$ cat src/rtl/irq_pending_latch.sv
// Interrupt pending latch: captures request lines into a pending register,
// presents masked pending bits to a downstream priority encoder and runs a
// small IDLE/ASSERT/HOLDOFF handshake with ack, ack_err and timeout pulses.
// Optional build macro: IRQ_EDGE_DETECT_EN (rising-edge capture instead of
// level capture).
module irq_pending_latch #(
    parameter int unsigned TIMEOUT_CYCLES = 16
) (
    input  logic       clk,
    input  logic       rst,
    input  logic [6:0] irq_in,
    input  logic [6:0] mask,
    output logic [7:0] pend_out,
    output logic       irq_valid,
    input  logic       ack,
    input  logic [3:0] ack_code,
    output logic       ack_err,
    output logic       timeout
);

    localparam int unsigned NLINES = 7;
    localparam int unsigned CNT_W  = 8;
    localparam logic [CNT_W-1:0] CNT_LAST = CNT_W'(TIMEOUT_CYCLES - 1);

    typedef enum logic [1:0] {
        IDLE    = 2'd0,
        ASSERT  = 2'd1,
        HOLDOFF = 2'd2
    } state_t;

    state_t             state;
    state_t             state_next;
    logic [NLINES-1:0]  pending;
    logic [NLINES-1:0]  pending_next;
    logic [NLINES-1:0]  visible;
    logic [NLINES-1:0]  set_vec;
    logic [NLINES-1:0]  clr_vec;
    logic [CNT_W-1:0]   cnt;
    logic [CNT_W-1:0]   cnt_next;
    logic [7:0]         code_dec;
    logic               code_ok;
    logic               ack_ok;
    logic               ack_err_next;
    logic               timeout_next;

    // Encoder-facing view; bit 7 is outside the code space and always zero
    assign visible   = pending & mask;
    assign pend_out  = {1'b0, visible};
    assign irq_valid = (state == ASSERT);

    // Decode ack_code: code c selects line c-1, only codes 1..7 are meaningful
    assign code_dec = 8'(8'd1 << ack_code[2:0]);
    assign code_ok  = ~ack_code[3] & (|ack_code[2:0]);
    assign ack_ok   = ack && (state == ASSERT) && code_ok
                      && (|(code_dec[7:1] & visible));
    assign clr_vec  = ack_ok ? code_dec[7:1] : '0;

`ifdef IRQ_EDGE_DETECT_EN
    logic [NLINES-1:0] prev;

    // Previous sample of the request lines for rising-edge detection
    always_ff @(posedge clk or posedge rst) begin
        if (rst) begin
            prev <= '0;
        end else begin
            prev <= irq_in;
        end
    end

    assign set_vec = irq_in & ~prev;
`else
    assign set_vec = irq_in;
`endif

    // A set on the same cycle as a clear wins, so the line stays pending
    assign pending_next = (pending & ~clr_vec) | set_vec;

    // Next-state, counter and pulse decisions
    always_comb begin
        state_next   = state;
        cnt_next     = cnt;
        ack_err_next = ack && !ack_ok;
        timeout_next = 1'b0;
        case (state)
            IDLE: begin
                if (|visible) begin
                    state_next = ASSERT;
                    cnt_next   = '0;
                end
            end
            ASSERT: begin
                if (ack_ok) begin
                    state_next = HOLDOFF;
                    cnt_next   = '0;
                end else if (!(|visible)) begin
                    state_next = IDLE;
                    cnt_next   = '0;
                end else if (cnt == CNT_LAST) begin
                    timeout_next = 1'b1;
                    cnt_next     = '0;
                end else begin
                    cnt_next = cnt + CNT_W'(1);
                end
            end
            HOLDOFF: begin
                state_next = IDLE;
                cnt_next   = '0;
            end
            default: begin
                state_next = IDLE;
                cnt_next   = '0;
            end
        endcase
    end

    // State, pending, counter and pulse registers
    always_ff @(posedge clk or posedge rst) begin
        if (rst) begin
            state   <= IDLE;
            pending <= '0;
            cnt     <= '0;
            ack_err <= 1'b0;
            timeout <= 1'b0;
        end else begin
            state   <= state_next;
            pending <= pending_next;
            cnt     <= cnt_next;
            ack_err <= ack_err_next;
            timeout <= timeout_next;
        end
    end

endmodule

$ cat config.mk
export PLATFORM = sky130hd
export DESIGN_NAME = irq_pending_latch
export DESIGN_NICKNAME = d
export VERILOG_FILES = /design/src/rtl/irq_pending_latch.sv
export SDC_FILE = /design/constraint.sdc
export NUM_CORES = 1
export LEC_CHECK = 0
export ABC_AREA = 0
export CELL_PAD_IN_SITES_DETAIL_PLACEMENT = 1
export CELL_PAD_IN_SITES_GLOBAL_PLACEMENT = 2
export CORE_MARGIN = 2
export CORE_UTILIZATION = 27
export DETAILED_ROUTE_END_ITERATION = 7
export GPL_TIMING_DRIVEN = 0
export PLACE_DENSITY_LB_ADDON = 0.1
export SYNTH_ARGS = -nofsm -noshare
export SYNTH_HDL_FRONTEND = slang
export SYNTH_SLANG_ARGS = --single-unit
$ cat constraint.sdc
create_clock -name clk -period 2.39 [get_ports clk]
set_clock_uncertainty 0.15 [all_clocks]
set_input_delay 0.239 -clock clk [delete_from_list [all_inputs] [get_ports clk]]
set_output_delay 0.239 -clock clk [all_outputs]
set_load 0.01 [all_outputs]
==> reports/metrics.yaml <==
status: "complete, no violations"
ir_drop_mv: 0.2543
final_cell_mix: "clkdlybuf4s50_1 (29), dfrtp_1 (19), nor2_1 (12)"
arrival_ps: 2130
r2r-end: "cnt[4]"
max_freq_ghz: 0.4704
synth_area_um2: 1085
synthArstFlopShare: 1.000
final_common_cell: "clkdlybuf4s50_1"
syn_area_per_cell_um2: 9.433
synth_top_area_cell: "dfrtp_1"
grt_pass1_wl_um: 5099
grt.total_usage: 0.1501
holdWs_ps: 171.1
post_cts_resized: 0
viasPerCell: 4.934
cellPowerDensity_nw_per_um2: 554.7
hold_violations: 0
p_leak_uw: 0.0005792
hold_buffers: 0
io_buffer_count: 29
ys.flop_type: "dfrtp_1"
hp-start: "ack_code[0]"
slowest_delay_ps: 600
grt_antenna_before_repair: 0
ys_seq_area_frac: 0.4383
finalMaxSlewViolations: 0
path_cells: "clkdlybuf4s50_1 -> nor2b_1 -> a32oi_4 -> a211oi_4 -> nand3_1 -> a21o_1"
clkSinkCount: 19
ctsHtreeMaxLevel: 1
setup_viol: 0
hp-class: "primary input to flop"
synth_enable_flop_cells: 0
core.rowCount: 23
tightest_slew_ps: 760.9
maxCapViolations: 0
final_nets: 171
crit_fanout: 10
place_hpwl_um: 2243
drc: 0
finalCriticalPeriod_ps: 2126
critPathRequiredTime_ps: 2390
power_uw: 823.2
r2r_start: "pending[4]"
grt_max_degree: 20
start_util: 0.2752
cts_buffer_depth: 2
syn_inst: 115
routabilityCongestion: 0.7383
cts_tree: "yes"
insertion_delay_ps: 260
syn_nets: 137
drtIter0Drc: 38
fin_crit_sh: 0.8894
vias: 977
crit_path_start_kind: "primary input"
clk_pin_slew_ps: 70
numCtsBuffers: 3
syn_to_final_growth_pct: 36.79
setup.worst_path.end_class: "flop"
die_h_um: 67.39
root_buffer: "clkbuf_8"
nFillCells: 447
drt_first_pass_iters: 4
first_global_vias: 1101
wl_per_cell_um: 14.58
ant_nets: 0
min_path_cells: 3
drt_wl_total_um: 2887
die_area_um2: 4541
worstHoldEndpoint: "pending[4]"
reg2reg_slack_ps: 480
worstRegToRegCells: 6
core_area_um2: 3943
synth_top_area_frac: 0.4383
postCtsSetupBuffers: 0
ys_seq_elements: 19
dieWidth_um: 67.39
path_class: "primary input to flop"
yosys_warnings: 0
overflow: 0
io_pins: 32
rsz0062_at_grt: "false"
insertedDiodeCount: 0
relSlewSlack: 0.4922
synthDistinctLibCells: 39
drive_above_1_share: 0.1081
synth_area_leaders: "dfrtp_1 (44%), nor2_1 (4.2%), nand2_1 (3.8%)"
cp_slowest_cell: "clkdlybuf4s50_1"
[per-stage QoR]
stage | TNS, ps | worst slack [ps] | instances | instance area (um^2) | util
after floorplan | 0 | 627.9 | 115 | 1085 | -
after global placement | -7.391 | -7.391 | 194 | 1438 | 0.3646
after detailed placement | -37.88 | -27.04 | 194 | 1438 | 0.3646
after CTS | 0 | 247.7 | 198 | 1484 | 0.3764
after global routing | 0 | 115.0 | 198 | 1484 | 0.3764
final | 0 | 264.3 | 198 | 1484 | 0.3764
[cell type report]
cell class	count	area, um^2	share of cell area
clock buffer	3	41.29	0.02782
multi-input combinational	84	551.8	0.3718
clock inverter	1	5.005	0.003373
inverter	9	33.78	0.02277
buffer	3	23.77	0.01602
sequential	19	475.5	0.3204
tap	50	62.56	0.04216
timing repair buffer	29	290.3	0.1956
[state kept, by name, indices dropped and copies added, names as in the netlist]
name     flops
ack_err      1
cnt          8
state        2
timeout      1
pending      7
[logic make-up (layout without fill, tap and decap cells)]
kind of cell    count (synthesis)  after routing  synth area share
simple gates                   53             53            0.2595
compound gates                 25             25            0.1984
flops                          19             19            0.4383
buf+inv                        12             45           0.05305
xor+xnor                        2              2           0.01615
mux                             2              2           0.01961
fa+ha+maj                       1              1           0.01153
other cells                     1              1          0.003457
[synth_stat cells, drive strengths merged (2+ instances only)]
cell type / instances
a211oi: 2
a21o: 5
a31oi: 5
and2: 6
buf: 3
dfrtp: 19
inv: 9
nand2: 11
nand3: 9
nor2: 12
nor2b: 4
nor3: 2
o21ai: 4
o22ai: 2
or3: 3
xnor2: 2
[worst max-delay path by stage]
stage	from	to	slack, ps	cells after the start
2_1_floorplan	pending[5]	cnt[4]	630	6
3_3_place_gp	ack_code[2]	pending[6]	-7	6
3_5_place_dp	ack_code[1]	pending[4]	-30	8
4_1_cts	ack_code[1]	pending[4]	250	8
5_1_grt	ack_code[1]	pending[2]	120	8
6_report	ack_code[2]	pending[4]	260	6
[layer usage]
| layer | share of wire | vias up | global-route usage | wire length, um |
|---|---|---|---|---|
| li1 | - | 474 | - | - |
| met1 | 0.47 | 482 | 0.1929 | 1348 |
| met2 | 0.49 | 19 | 0.2537 | 1412 |
| met3 | 0.035 | 2 | 0.02500 | 102 |
| met4 | 0.0083 | 0 | 0.05357 | 24 |
| met5 | 0 | - | 0 | 0 |
[report_power, final]
part / internal, uW / switching [uW] / total, uW
clock: 116 / 118 / 234
sequential: 355 / 32.9 / 388
combinational: 106 / 94.7 / 200
total: 577 / 246 / 823
[critical path, delay by kind of cell]
kind	cells	cell delay, ps
compound gates	3	790
buf+inv	1	600
simple gates	2	490
(Power assumes the default switching activity.)
==> variant 1 (config.mk and constraints unchanged) <==
The output `timeout` loses its register stage (`timeout` becomes a continuous assignment).
--- a/src/rtl/irq_pending_latch.sv
+++ b/src/rtl/irq_pending_latch.sv
@@ -120,15 +120,15 @@
             pending <= '0;
             cnt     <= '0;
             ack_err <= 1'b0;
-            timeout <= 1'b0;
         end else begin
             state   <= state_next;
             pending <= pending_next;
             cnt     <= cnt_next;
             ack_err <= ack_err_next;
-            timeout <= timeout_next;
         end
     end
 
+    assign timeout = timeout_next;
+
 endmodule
 
Formal check against the unedited RTL: same outputs for any inputs over 10 cycles, from zero or initial values and one cycle with rst high; that may be too few to reach the edited logic, so the function may still have changed.
==> variant 1 against the unedited design <==
Routed wire length grew 1.9%. Non-clock buffer count grew 7. Synthesized area shrank 2.3%. Final area grew 3.6%. Worst setup slack lost 0.17 ns. Power grew 2.3%. Sequential cell count shrank 1. Critical path depth grew 2. Sequential power shrank 5%. Via count grew 3.1%. Critical path type is now primary input to output pin. Largest cell class unchanged. Largest power group unchanged.
==> variant 1: results (changes against the unedited design) <==
* TNS Setup at 0 ns (unchanged)
* Register area share after synthesis at 42.5% (-1.3 points)
* Post-cts sizing count at 8 (+8)
* Post-Synthesis Cells at 114 (-0.87%)
* Detailed placement HPWL at 2190 um (-2.3%)
* Multi-input gate area in the final layout at 569 um2 (+3.2%)
* Leakage at 0.601 nW (+3.8%)
* Worst skew pair latency at 0.26 ns (about the same)
* Top reg by flops: cnt
* Reg-to-Reg End: cnt[4]$_DFFE_PP0P_
* Routed wl met2 at 1400 um (-0.92%)
* Setup Fix Bufs, Post-CTS at 3 (+3)
* Reg clk slew, reported paths at 0.07 ns (about the same)
* Clock Tree Buf Depth at 2 (unchanged)
* Final Net Count at 177 (+3.5%)
* GP Congestion at 0.711 (-3.7%)
* Family with the most delay on the worst path: buffers and inverters
* CP peak stage delay at 0.50 ns (-0.10 ns)
* Drt via density at 4.99 (+1.0%)
* Filler cell count at 447 (unchanged)
* Hold Path Class: primary input to flop
* DRT met1 WL at 1380 um (+2.4%)
* Vias in the first global route at 1073 (-2.5%)
* Total GRT Usage at 15.6% (+0.57 points)
* Largest net degree at the start of global routing at 19 (-5.0%)
* R2r startpoint: pending[5]$_DFF_PP0_
* Met3 WL at 143 um (+40%)
* Largest cells by area after synthesis: dfrtp_1, nor2_1, nand2_1
* Regs by FF count: cnt (8), pending (7), state (2)
* Share of cells above drive strength 1 at 18.2% (+7.4 points)
* Top routing layer used: met4
* Dominant synthesized flop cell: dfrtp_1
* DRT Pass-1 Iters at 6 (+2)
* Top post-synthesis cells by count: dfrtp_1, nor2_1, nand2_1
* Placed insts at 191 (-1.5%)
* Worst R2R Path Depth at 7 (+1)
* Maximum vdd drop at 0.327 mV (+28%)
* Worst Setup Slack post-DPL at -0.560 ns (-0.533 ns)
* Net load switching power at 0.244 mW (-0.62%)
* Initial drt markers at 53 (+39%)
* Status: completed
* Reg2Reg Setup Slack at 0.34 ns (-0.14 ns)
* Global-route wire length before repair at 5160 um (+1.2%)
* Non-filler cells, final at 202 (+2.0%)
* WHS at 0.164 ns (-0.00703 ns)
* Initial antenna violation count at 0 (unchanged)
* Final WL at 2940 um (+1.9%)
* H-tree depth at 1 (unchanged)
* Slew Limit Headroom at 51.6% (+2.4 points)
* Area post-placement at 1410 um2 (-1.9%)
* N_diodes at 0 (unchanged)
* Syn_nets at 136 (-0.73%)
* Worst path arrival time at 1.90 ns (-0.23 ns)
-- variant 1: routing by layer --
layer  vias up  GRT usage [%]
li1        483              -
met1       501           19.6
met2        21           26.1
met3         2           4.56
met4         0           3.83
met5         -              0
-- variant 1: how the worst max path moves through the flow --
stage	startpoint	depth (start not counted)	to	slack, ns
2_1_floorplan	pending[5]$_DFF_PP0_	6	timeout	0.43
3_3_place_gp	ack_code[2]	8	timeout	-0.53
3_5_place_dp	mask[4]	8	timeout	-0.56
4_1_cts	pending[5]$_DFF_PP0_	7	timeout	0.03
5_1_grt	pending[5]$_DFF_PP0_	7	timeout	-0.005
6_report	ack_code[1]	8	timeout	0.1
-- variant 1: power by group through the flow --
| stage | clock network [mW] | logic [mW] | registers (mW) |
|---|---|---|---|
| 3_5_place_dp | 0 | 0.204 | 0.376 |
| 2_1_floorplan | 0 | 0.122 | 0.369 |
| 3_3_place_gp | 0 | 0.198 | 0.374 |
| 5_1_grt | 0.284 | 0.241 | 0.376 |
| 4_1_cts | 0.272 | 0.211 | 0.370 |
| 6_report | 0.261 | 0.211 | 0.370 |
-- variant 1: cell type report --
class	count	share of cell area, %
Clock buffer	4	3.58
Inverter	9	2.20
Buffer	3	1.71
Tap cell	48	3.91
Multi-Input combinational cell	84	37.0
Timing Repair Buffer	36	22.3
Sequential cell	18	29.3
-- variant 1: cell families after synthesis --
group | share of synthesized area (%)
and+or+nand+nor | 26.6
AOI/OAI and AO/OA | 20.3
DFF | 42.5
buffers and inverters | 5.43
xor gates and xnor gates | 1.65
muxes | 2.01
adders and majority gates | 1.18
other | 0.354
-- variant 1: worst min-delay path, cell delays in order --
cell and delay (ns):
buf_6 0.12, nand3_1 0.07, a21o_1 0.11
==> variant 2 (same flow settings) <==
Without the edit above. The option `IRQ_EDGE_DETECT_EN` is turned on by a define.
--- a/src/rtl/irq_pending_latch.sv
+++ b/src/rtl/irq_pending_latch.sv
@@ -3,6 +3,8 @@
 // small IDLE/ASSERT/HOLDOFF handshake with ack, ack_err and timeout pulses.
 // Optional build macro: IRQ_EDGE_DETECT_EN (rising-edge capture instead of
 // level capture).
+`define IRQ_EDGE_DETECT_EN
+
 module irq_pending_latch #(
     parameter int unsigned TIMEOUT_CYCLES = 16
 ) (
Behaviour: not the same (a bounded check fails within 4 cycles, from zero or initial values and one cycle with rst high).
==> variant 2 against the unedited design <==
Synthesized area up 14%. Worst setup slack better by 0.052 ns. Cell count up 5.1%. Power up 35%. Synthesized cell count up 7.0%. Routed wire length up 6.5%. Final area up 12%. Die area up 13%. Via count up 5.6%. Largest cell class is now sequential cells. Count of clock-buffer cells in the layout unchanged. Sequential cell count up 7. Worst hold slack worse by 0.049 ns.
==> variant 2: results (changes against the unedited design) <==
* Gate power share at 20.4% (-3.9 points)
* Netlist cell types at 37 (-5.1%)
* Initial drt markers at 25 (-34%)
* Regs by FF count: cnt (8), pending (7), prev (7)
* Total GRT Usage at 14.0% (-1.1 points)
* Non-filler cells, final at 208 (+5.1%)
* Net load switching power at 0.282 mW (+15%)
* Global-route wire length before repair at 5640 um (+11%)
* Worst Setup Slack post-DPL at 0.0541 ns (+0.0812 ns)
* Leakage at 0.718 nW (+24%)
* Share of cells above drive strength 1 at 7.05% (-3.8 points)
* Status: completed
* Filler cell count at 506 (+13%)
* Top post-synthesis cells by count: dfrtp_1, inv_1, o21ai_0
* Area post-placement at 1600 um2 (+11%)
* Largest cells by area after synthesis: dfrtp_1, o21ai_0, inv_1
* Placed insts at 204 (+5.2%)
* Maximum vdd drop at 0.292 mV (+15%)
* Vias in the first global route at 1193 (+8.4%)
* CP peak stage delay at 0.47 ns (-0.13 ns)
* Detailed placement HPWL at 2410 um (+7.2%)
* GP Congestion at 0.755 (+2.3%)
* Largest net degree at the start of global routing at 27 (+35%)
* Syn_nets at 145 (+5.8%)
* Slew Limit Headroom at 33.6% (-16 points)
* Clk network pwr share at 33.0% (+4.5 points)
==> variant 2: final timing paths <==
check,from,endpoint,slack [ns],cells after the start
worst max register to register,pending[1]$_DFF_PP0_,cnt[5]$_DFFE_PP0P_,0.32,5
min in group asynchronous,rst,cnt[4]$_DFFE_PP0P_,0.35,2
max in group asynchronous,rst,cnt[1]$_DFFE_PP0P_,1.14,2
worst min-delay path,ack_code[2],pending[0]$_DFF_PP0_,0.12,3
worst max-delay path,pending[1]$_DFF_PP0_,cnt[5]$_DFFE_PP0P_,0.32,5
worst min register to register,prev[2]$_DFF_PP0_,pending[2]$_DFF_PP0_,0.27,1
==> variant 2: kinds of logic (layout without fill, tap and decap cells) <==
| logic type | after synthesis | count (layout) | synth area share (%) |
|---|---|---|---|
| DFF | 26 | 26 | 52.5 |
| muxes | 3 | 3 | 3.43 |
| and+or+nand+nor | 40 | 40 | 18.7 |
| other | 1 | 1 | 0.302 |
| buffers and inverters | 20 | 53 | 7.57 |
| AOI/OAI and AO/OA | 32 | 32 | 16.5 |
| adders and majority gates | 1 | 1 | 1.01 |
==> variant 2: cell type report <==
cell class,instances,area [um2],area share [%]
Buffer,3,30.0,1.80
Clock buffer,3,41.3,2.48
Clock inverter,1,30.0,1.80
Inverter,17,63.8,3.83
Multi-Input combinational cell,77,495,29.7
Sequential cell,26,651,39.0
Tap cell,52,65.1,3.90
Timing Repair Buffer,29,290,17.4
==> variant 2: metal layers <==
| layer | vias to the layer above | global-route usage [%] | share of wire [%] |
|---|---|---|---|
| met3 | 2 | 3.09 | 4.0 |
| met1 | 511 | 18.3 | 47 |
| met5 | - | 0 | 0 |
| li1 | 499 | - | - |
| met4 | 0 | 3.14 | 0.55 |
| met2 | 20 | 23.6 | 49 |
